$ cat config.mk
export PLATFORM = sky130hd
export DESIGN_NAME = range_sum_driver_flat
export DESIGN_NICKNAME = d
export VERILOG_FILES = /design/src/rtl/range_sum_pkg.sv /design/src/rtl/range_sum_driver_if.sv /design/src/rtl/serial_range_acc.sv /design/src/rtl/range_sum_driver.sv /design/src/flat_wrapper.sv
export SDC_FILE = /design/constraint.sdc
export NUM_CORES = 1
export LEC_CHECK = 0
export ABC_AREA = 1
export ABC_CLOCK_PERIOD_IN_PS = 1700
export BUFFER_PORTS_ARGS = -buffer_cell sky130_fd_sc_hd__buf_2
export CAP_MARGIN = 0
export CELL_PAD_IN_SITES_DETAIL_PLACEMENT = 0
export CELL_PAD_IN_SITES_GLOBAL_PLACEMENT = 1
export CORE_MARGIN = 2
export CORE_UTILIZATION = 33
export DETAILED_ROUTE_END_ITERATION = 7
export GPL_TIMING_DRIVEN = 0
export PLACE_DENSITY = 0.7
export SLEW_MARGIN = 20
export SYNTH_ARGS = -nofsm -noshare
export SYNTH_HDL_FRONTEND = slang
export SYNTH_HIERARCHICAL = 1
export SYNTH_SLANG_ARGS = --single-unit
$ cat constraint.sdc
create_clock -name CLK100MHZ -period 1.7 [get_ports CLK100MHZ]
set_clock_uncertainty 0.2 [all_clocks]
set_input_delay 0.34 -clock CLK100MHZ [delete_from_list [all_inputs] [get_ports CLK100MHZ]]
set_output_delay 0.34 -clock CLK100MHZ [all_outputs]
set_load 0.02 [all_outputs]
$ cat src/rtl/range_sum_pkg.sv
// Shared widths and FSM encoding for the range-sum adder front-end.
package range_sum_pkg;

  localparam int NIB_W   = 4;
  localparam int NUM_NIB = 8;
  localparam int IDX_W   = 3;
  localparam int SUM_W   = 8;
  localparam int BUS_W   = NUM_NIB * NIB_W;

  typedef enum logic [1:0] {
    IDLE,
    SETTLE,
    CAPTURE
  } state_e;

  function automatic logic [SUM_W-1:0] zext_nib(input logic [NIB_W-1:0] nib);
    return {{(SUM_W - NIB_W){1'b0}}, nib};
  endfunction

endpackage

$ cat src/rtl/range_sum_driver_if.sv
// Request/result handshakes plus the adder-facing bus of range_sum_driver.
// The master side is the requester together with the combinational adder.
interface range_sum_driver_if;
  import range_sum_pkg::*;

  logic                   wr_valid;
  logic                   wr_ready;
  logic [IDX_W-1:0]       wr_addr;
  logic [NIB_W-1:0]       wr_data;
  logic                   q_valid;
  logic                   q_ready;
  logic [IDX_W-1:0]       q_hi;
  logic [IDX_W-1:0]       q_lo;
  logic [BUS_W-1:0]       I_out;
  logic [2*IDX_W-1:0]     contr_out;
  logic                   clr_out;
  logic [SUM_W-1:0]       sum_in;
  logic                   res_valid;
  logic [SUM_W-1:0]       res_data;
  logic                   mismatch;

  modport master (
    output wr_valid, wr_addr, wr_data, q_valid, q_hi, q_lo, sum_in,
    input  wr_ready, q_ready, I_out, contr_out, clr_out, res_valid, res_data, mismatch
  );

  modport slave (
    input  wr_valid, wr_addr, wr_data, q_valid, q_hi, q_lo, sum_in,
    output wr_ready, q_ready, I_out, contr_out, clr_out, res_valid, res_data, mismatch
  );

endinterface

$ cat src/rtl/serial_range_acc.sv
// Serial checker: re-adds nibbles lo..hi one per cycle after a start pulse.
// sum_o/done_o include the nibble being added this cycle so the caller can capture without an extra cycle.
module serial_range_acc
  import range_sum_pkg::*;
(
  input  logic             clk,
  input  logic             rst,
  input  logic             start_i,
  input  logic [IDX_W-1:0] lo_i,
  input  logic [IDX_W-1:0] hi_i,
  input  logic [BUS_W-1:0] operands_i,
  output logic             done_o,
  output logic [SUM_W-1:0] sum_o
);

  logic [IDX_W-1:0] idx_q, hi_q;
  logic [SUM_W-1:0] acc_q;
  logic             busy_q, done_q;
  logic [NIB_W-1:0] nib;
  logic             last;

  assign nib  = operands_i[idx_q*NIB_W +: NIB_W];
  assign last = busy_q && (idx_q == hi_q);

  // NOTE: sequential state uses non-blocking assignments so every register samples pre-edge values.
  always_ff @(posedge clk or posedge rst) begin
    if (rst) begin
      idx_q  <= '0;
      hi_q   <= '0;
      acc_q  <= '0;
      busy_q <= 1'b0;
      done_q <= 1'b0;
    end else if (start_i) begin
      idx_q  <= lo_i;
      hi_q   <= hi_i;
      acc_q  <= '0;
      busy_q <= 1'b1;
      done_q <= 1'b0;
    end else if (busy_q) begin
      acc_q <= acc_q + zext_nib(nib);
      if (last) begin
        busy_q <= 1'b0;
        done_q <= 1'b1;
      end else begin
        idx_q <= idx_q + 1'b1;
      end
    end
  end

  assign done_o = done_q | last;
  assign sum_o  = busy_q ? acc_q + zext_nib(nib) : acc_q;

endmodule

$ cat src/rtl/range_sum_driver.sv
// Front-end for the combinational range-sum adder: operand registers, query FSM, result capture.
// Optional serial cross-check enabled by defining RANGE_SELFCHECK_EN.
module range_sum_driver
  import range_sum_pkg::*;
#(
  parameter int SETTLE_CYCLES = 2
) (
  input  logic              CLK100MHZ,
  input  logic              BTNU,
  range_sum_driver_if.slave bus
);

  localparam logic [3:0] SETTLE_LAST = 4'(SETTLE_CYCLES - 1);

  state_e             state_q, state_d;
  logic [3:0]         cnt_q, cnt_d;
  logic [BUS_W-1:0]   operands_q;
  logic [2*IDX_W-1:0] contr_q;
  logic [SUM_W-1:0]   res_data_q;
  logic               mismatch_q;
  logic               idle, accept, wr_en, capture_en;
  logic               chk_done, chk_mismatch;

  assign idle       = (state_q == IDLE);
  assign accept     = idle && bus.q_valid;
  assign wr_en      = idle && bus.wr_valid;
  assign capture_en = (state_q == SETTLE) && (state_d == CAPTURE);

`ifdef RANGE_SELFCHECK_EN
  logic [IDX_W-1:0] rng_lo, rng_hi;
  logic [SUM_W-1:0] chk_sum;

  assign rng_lo = (bus.q_hi < bus.q_lo) ? bus.q_hi : bus.q_lo;
  assign rng_hi = (bus.q_hi < bus.q_lo) ? bus.q_lo : bus.q_hi;

  serial_range_acc u_acc (
    .clk        (CLK100MHZ),
    .rst        (BTNU),
    .start_i    (accept),
    .lo_i       (rng_lo),
    .hi_i       (rng_hi),
    .operands_i (operands_q),
    .done_o     (chk_done),
    .sum_o      (chk_sum)
  );

  assign chk_mismatch = (bus.sum_in != chk_sum);
`else
  assign chk_done     = 1'b1;
  assign chk_mismatch = 1'b0;
`endif

  // NOTE: the operand file is only 32 flops and must read back as zero after reset, so it is reset like any other register.
  always_ff @(posedge CLK100MHZ or posedge BTNU) begin
    if (BTNU) begin
      operands_q <= '0;
    end else if (wr_en) begin
      operands_q[bus.wr_addr*NIB_W +: NIB_W] <= bus.wr_data;
    end
  end

  always_ff @(posedge CLK100MHZ or posedge BTNU) begin
    if (BTNU) begin
      state_q    <= IDLE;
      cnt_q      <= '0;
      contr_q    <= '0;
      res_data_q <= '0;
      mismatch_q <= 1'b0;
    end else begin
      state_q <= state_d;
      cnt_q   <= cnt_d;
      if (accept) contr_q <= {bus.q_hi, bus.q_lo};
      if (capture_en) begin
        res_data_q <= bus.sum_in;
        mismatch_q <= chk_mismatch;
      end
    end
  end

  // NOTE: next-state signals get defaults before the case so no path can infer a latch.
  always_comb begin
    state_d = state_q;
    cnt_d   = cnt_q;
    case (state_q)
      IDLE: begin
        if (bus.q_valid) begin
          state_d = SETTLE;
          cnt_d   = '0;
        end
      end
      SETTLE: begin
        // Counter saturates so a slow checker cannot wrap it past the settle target.
        if (cnt_q != SETTLE_LAST) cnt_d = cnt_q + 4'd1;
        if ((cnt_q == SETTLE_LAST) && chk_done) state_d = CAPTURE;
      end
      CAPTURE: state_d = IDLE;
      default: state_d = IDLE;
    endcase
  end

  assign bus.wr_ready  = idle;
  assign bus.q_ready   = idle;
  assign bus.clr_out   = idle;
  assign bus.I_out     = operands_q;
  assign bus.contr_out = contr_q;
  assign bus.res_valid = (state_q == CAPTURE);
  assign bus.res_data  = res_data_q;
  assign bus.mismatch  = mismatch_q;

endmodule

$ cat src/flat_wrapper.sv
// flat-port wrapper written by rule: the top's interface ports become plain ports
module range_sum_driver_flat import range_sum_pkg::*;
#(
  parameter int SETTLE_CYCLES = 2
)
  (CLK100MHZ, BTNU, bus_wr_valid, bus_wr_addr, bus_wr_data, bus_q_valid, bus_q_hi, bus_q_lo, bus_sum_in, bus_wr_ready, bus_q_ready, bus_I_out, bus_contr_out, bus_clr_out, bus_res_valid, bus_res_data, bus_mismatch);
  range_sum_driver_if bus_i ();
  input  logic CLK100MHZ;
  input  logic BTNU;
  input wire logic [$bits(bus_i.wr_valid)-1:0] bus_wr_valid;
  input wire logic [$bits(bus_i.wr_addr)-1:0] bus_wr_addr;
  input wire logic [$bits(bus_i.wr_data)-1:0] bus_wr_data;
  input wire logic [$bits(bus_i.q_valid)-1:0] bus_q_valid;
  input wire logic [$bits(bus_i.q_hi)-1:0] bus_q_hi;
  input wire logic [$bits(bus_i.q_lo)-1:0] bus_q_lo;
  input wire logic [$bits(bus_i.sum_in)-1:0] bus_sum_in;
  output wire logic [$bits(bus_i.wr_ready)-1:0] bus_wr_ready;
  output wire logic [$bits(bus_i.q_ready)-1:0] bus_q_ready;
  output wire logic [$bits(bus_i.I_out)-1:0] bus_I_out;
  output wire logic [$bits(bus_i.contr_out)-1:0] bus_contr_out;
  output wire logic [$bits(bus_i.clr_out)-1:0] bus_clr_out;
  output wire logic [$bits(bus_i.res_valid)-1:0] bus_res_valid;
  output wire logic [$bits(bus_i.res_data)-1:0] bus_res_data;
  output wire logic [$bits(bus_i.mismatch)-1:0] bus_mismatch;
  assign bus_i.wr_valid = bus_wr_valid;
  assign bus_i.wr_addr = bus_wr_addr;
  assign bus_i.wr_data = bus_wr_data;
  assign bus_i.q_valid = bus_q_valid;
  assign bus_i.q_hi = bus_q_hi;
  assign bus_i.q_lo = bus_q_lo;
  assign bus_i.sum_in = bus_sum_in;
  assign bus_wr_ready = bus_i.wr_ready;
  assign bus_q_ready = bus_i.q_ready;
  assign bus_I_out = bus_i.I_out;
  assign bus_contr_out = bus_i.contr_out;
  assign bus_clr_out = bus_i.clr_out;
  assign bus_res_valid = bus_i.res_valid;
  assign bus_res_data = bus_i.res_data;
  assign bus_mismatch = bus_i.mismatch;
  range_sum_driver #(.SETTLE_CYCLES(SETTLE_CYCLES)) u_core (.CLK100MHZ(CLK100MHZ), .BTNU(BTNU), .bus(bus_i));
endmodule
Yosys cells after proc, flatten, opt, wreduce, memory -nomap -nowiden
Index checks and enable logic that the tools add are counted.
Word-level totals
  register bits: 52
  bits of input ports: 25
  logic and storage cells: 29
  output and inout bits: 51
Operators by class
  shift operators: 2
  reduce and logical (&&, ||, !) cells: 6
  add/subtract/negate cells: 2
  equal/unequal tests: 7
  mux-type cells: 7
Operator list (count)
  5-bit negator with 34-bit output: 1
  4-bit by 34-bit variable shift with 32-bit output, first input constant: 1
  4-bit by 34-bit indexed part select with 32-bit output: 1
  32-bit bitwise mux: 1
  4-bit two-way mux: 2
  4-bit case mux with 2 select lines: 1
  4-bit by 1-bit adder with 4-bit output, second input constant: 1
  2-bit == test, second input constant: 2
  4-bit by 1-bit == test with 1-bit output, second input constant: 1
  2-bit two-way mux: 2
  2-bit inequality test, second input constant: 2
  4-bit by 1-bit inequality test with 1-bit output, second input constant: 1
  2-bit case mux with 2 select lines: 1
  1-bit logical AND: 3
  3-bit AND reduction: 1
  2-bit by 1-bit == test with 1-bit output, second input constant: 1
  2-bit logical NOT: 1
  2-bit nonzero test: 1

Logic depth before layout (Yosys ltp)
  word-level depth: 5
  depth in mapped cells: 9
  gate-level depth less buffers: 9

Least setup slack after synthesis
Ideal clock, no wire load.
  path type: input-to-reg
  from: input bus_wr_addr[0]
  to: register u_core.operands_q[1], in the netlist u_core/bus.I_out[1]
  required time: 1373 ps
  cell stages on the path: 8
  setup slack: -110 ps
  arrival time: 1483 ps
  library setup time: 127 ps
  path through: inv_2 ha_1 ha_1 buf_2 nor3_1 nand3_2 nand2_1 o21ai_0
Between the ends
  longest elaborated chain between the ends: 3
  elaborated cells on any way between the ends: 4
  those cells by class: add/sub (1); shift (2); mux (1)
Ends and longest elaborated chain
  start, declared: line flat_wrapper.sv:11  | input wire logic [$bits(bus_i.wr_addr)-1:0] bus_wr_addr;
  5-bit negator with 34-bit output (*): line range_sum_driver.sv:58  | operands_q[bus.wr_addr*NIB_W +: NIB_W] <= bus.wr_data;
  4-bit by 34-bit indexed part select with 32-bit output or 4-bit by 34-bit variable shift with 32-bit output (tied branches): line range_sum_driver.sv:58
  32-bit bitwise mux (*): line range_sum_driver.sv:58
  end signal, assigned by index: line range_sum_driver.sv:58
  end, declared: line range_sum_driver.sv:17  | logic [BUS_W-1:0] operands_q;
Every way passes the cells marked *; elsewhere a longest branch is shown, timed or not.
A chain may end at the register's enable or synchronous reset.

Worst setup path in the final report
  from: register u_core.state_q[1]
  to: output bus_q_ready
Between the ends
  longest elaborated chain between the ends: 1
Ends and longest elaborated chain
  start, declared: line range_sum_driver.sv:15  | state_e state_q, state_d;
  start signal, assigned: line range_sum_driver.sv:70  | state_q <= state_d;
  2-bit logical NOT: line range_sum_driver.sv:24  | assign idle = (state_q == IDLE);
  end, declared: line flat_wrapper.sv:18  | output wire logic [$bits(bus_i.q_ready)-1:0] bus_q_ready;
Every way passes these cells.

==> summary.md <==
The flow ran to the end, and the final reports show no timing, DRC or antenna violations. Detailed routing placed a total of 256 um of wire on met3. The cell type contributing the most total cell area after synthesis was sky130_fd_sc_hd__dfrtp_1. The run gives 55.4% as the share of synthesized area occupied by flip-flops and latches. The first-pass GRT wire length was 8.13 mm; the number of optimization iterations in the first detailed-route pass was 4. The floorplan step set the die height to 88.4 um. Yosys attributes the largest share of cell area to sky130_fd_sc_hd__dfrtp_1 (55%), sky130_fd_sc_hd__nand2_1 (13%), sky130_fd_sc_hd__o21ai_1 (3.8%), sky130_fd_sc_hd__nand4_1 (3.5%), sky130_fd_sc_hd__mux2_2 (2.9%).

The cell with the most instances after synthesis is sky130_fd_sc_hd__nand2_1. The critical path is of the reg -> out type. STA classifies the critical path endpoint as an output port. For flop-to-flop paths, the worst setup slack is 150 ps. Start point of the critical path: u_core/state_q[1]. The overall overflow remaining after global route is 0, and the length in cells of the worst reg-to-reg path is 7. Worst min-delay path class: in -> reg. Max-cap violations in this run came to 0. The routability-driven placement congestion ratio is 0.764. The commonest cells after synthesis are sky130_fd_sc_hd__nand2_1 (80), sky130_fd_sc_hd__dfrtp_1 (52), sky130_fd_sc_hd__o21ai_1 (18).

The run gives 711 as the fill cell total of the finished layout. Among all stages on the critical path, the largest delay is contributed by sky130_fd_sc_hd__dfrtp_1. The worst setup path is launched from a flop.

The capture point of the worst reg-to-reg path was u_core/bus.I_out[17]. The number of antenna violations at the first check in global routing is 0. In this run the worst path has a maximum fanout of 5.

The highest layer touched by signal routing is met4. In this run, synthesis produced a sequential element count of 52. The layout overhead on the synthesized area is 32.0%.

The horizontal extent of the die came out at 88.4 um. For this run, design rule violations remaining after detail routing come to 0. For the net count after synthesis, the log shows 282. The clock drives 52 sinks. The detailed router placed 1934 vias in this run. Max-slew violation count: 0.

The floorplan step defined a die boundary enclosing 7810 um2. In this run the tool buffered the top-level ports with 74 buffer cells. Data on the critical path is required at its endpoint by 1160 ps. Static timing analysis puts the maximum clock frequency at 598 MHz.

The tools report the data arrival time of the critical path as 1130 ps. The detailed router put a total of 2.44 mm of wire on met1. Length of routed met2 wiring: 2.33 mm. During synthesis, Yosys emitted a total of 6 warnings. Counting buffers and inverters, the worst setup path is 3 cells deep. Setup repair after global routing could not meet its margin everywhere. Dividing the detail-routed via count by the number of cells gives 4.43. 0 antenna diodes ended up in the layout.

The routed design has 5.09 mm of wire. CTS built an H-tree with a depth of 2. The total setup violations reported at the end of the flow came out at 0. The number of buffers and inverters on the critical path came out at 2.

The cell repeated most along the worst path is sky130_fd_sc_hd__buf_4. Once detailed placement completed, the half-perimeter wirelength came to 3.93 mm. Each instance of the synthesized netlist takes up on average 9.32 um2. IR analysis of the VDD net gives a maximum drop of 0.484 mV. After synthesis, the largest area contributor takes up 55.4% of total cell area. Summing internal, switching and leakage power gives 4680 uW. The clock reaches the later pin of the worst-skew pair after 300 ps. In this run the worst setup path terminates at bus_q_ready. The cell family with the largest share of critical-path delay was flip-flops. Cells with a size suffix above 1 make up 37.5% of the layout.

Counting every instance in the synthesized netlist gives 252. The run gives 26 as the number of library cell types mapped by synthesis. For the total global-route track usage, the log shows 13.4%. Boundary pin count: 76. Final hold analysis gives a worst-case slack of 29.5 ps. For this configuration, the core starts out at a cell density of 34.4%. Walking the worst path, the cells encountered are nor2_4 > buf_4 > buf_4. The number of synthesized flops with an enable pin came out at 0. The final hold violation count was 0; the maximum clock insertion buffer count was 2. The delay contributed by the slowest stage of the critical path was 410 ps. The tools report the leakage power total as 0.00165 uW.

The clock edge transition at the registers on the reported setup and hold paths was 90 ps. The run gives 30 as the standard-cell row count. The worst register-to-register path begins at u_core/state_q[1]. The number of global-route vias before repair is 1707.

The clock period could shrink to 1670 ps. The number of nets at the end of the flow was 370; the power per standard cell area was 1510 nW/um2. TritonCTS built the clock tree.

Dividing the detail-routed wire length by the instance count gives 11.6 um. In this run the remaining antenna-violating nets after routing total 0. The tools report the number of buffers added by the clock tree synthesis step as 5.

In the synthesized netlist the dominant register cell turns out to be sky130_fd_sc_hd__dfrtp_1. In this run the cell area of the synthesized design comes to 2350 um2. After synthesis, the share of flip-flops with an asynchronous set or reset is 100%. Entering global routing, the biggest net connects 33 pins. After floorplanning, the core was sized to cover 6830 um2.

The root buffer cell chosen for the clock tree is sky130_fd_sc_hd__clkbuf_8. The final critical path takes up 98.4% of the cycle. The run gives 94 as the number of design-rule violations left by the first detailed-router iteration.
[where the power goes]
group / internal [uW] / leakage (uW) / switching [uW]
registers: 1650 / 0.000680 / 221
clock network: 331 / 0.0000445 / 382
logic: 780 / 0.000922 / 1310
[kinds of logic after synthesis]
family	count (synthesis)	synth area share, %
AO/OA/AOI/OAI	24	5.17
XOR/XNOR	2	0.746
adder cells (fa/ha/maj)	5	2.66
buffers and inverters	28	5.59
flip-flops	52	55.4
multiplexers	6	2.88
other	1	0.160
AND/OR/NAND/NOR	134	27.4
[registers in the layout (all words and copies together), names as in the netlist]
name and cells:
u_core/bus.I_out 32, u_core/cnt_q 4, u_core/state_q 2, u_core/bus.res_data 8, u_core/bus.contr_out 6
[area by class of cell]
type                            instances  area (um2)  area share (%)
Sequential cell                        52        1300            42.0
Multi-Input combinational cell        172         987            31.9
Timing Repair Buffer                   81         448            14.5
Tap cell                               96         120            3.88
Inverter                               22        95.1            3.07
Clock buffer                            7        86.3            2.79
Buffer                                  6        53.8            1.74
Clock inverter                          1        7.51           0.242
[routing by layer]
| layer | vias up | global-route usage [%] |
|---|---|---|
| li1 | 990 | - |
| met1 | 884 | 19.1 |
| met2 | 55 | 20.3 |
| met3 | 5 | 2.71 |
| met4 | 0 | 4.96 |
| met5 | - | 0 |
[what timing repair did]
item,4_1_cts,5_1_grt
gates cloned,0,0
pin swaps,1,6
endpoints found under the hold margin,20,0
resized for setup,4,19
setup endpoints to repair,6,31
hold buffers,1,0
buffers inserted,1,4
[stage by stage]
stage / utilization, % / worst slack, ps / area (um2) / std cells / setup TNS, ps
4_1_cts: 43.9 / -11.9 / 3000 / 433 / -22.1
3_3_place_gp: 41.8 / -320 / 2850 / 422 / -8970
3_5_place_dp: 42.1 / -330 / 2870 / 423 / -9460
5_1_grt: 45.4 / -32.3 / 3100 / 437 / -63.6
2_1_floorplan: - / -1.21 / 2360 / 252 / -1.58
6_report: 45.4 / 27.2 / 3100 / 437 / 0
[tightest hold or removal path: cells and delay by family]
family | cells | cell delay, ps
simple gates | 2 | 80
buf+inv | 1 | 70
[cell usage in the layout, fill, tap and decap left out, drive strengths merged, types with 5 or more instances in the layout]
| cell type | n |
|---|---|
| buf | 86 |
| clkbuf | 7 |
| dfrtp | 52 |
| ha | 5 |
| inv | 20 |
| mux2 | 6 |
| nand2 | 82 |
| nand3 | 17 |
| nand4 | 14 |
| nor2 | 20 |
| o21ai | 23 |
[worst min path at each step]
stage	from	endpoint	slack (ps)	depth (start not counted)
final	bus_sum_in[2]	u_core/bus.res_data[2]	30	3
after global routing	bus_sum_in[6]	u_core/bus.res_data[6]	30	3
after CTS	bus_sum_in[2]	u_core/bus.res_data[2]	20	3
after detailed placement	BTNU	u_core/bus.contr_out[2]	190	2
after global placement	u_core/bus.I_out[16]	u_core/bus.I_out[16]	260	2
after floorplan	BTNU	u_core/bus.I_out[0]	200	1
(Power assumes the default switching activity.)
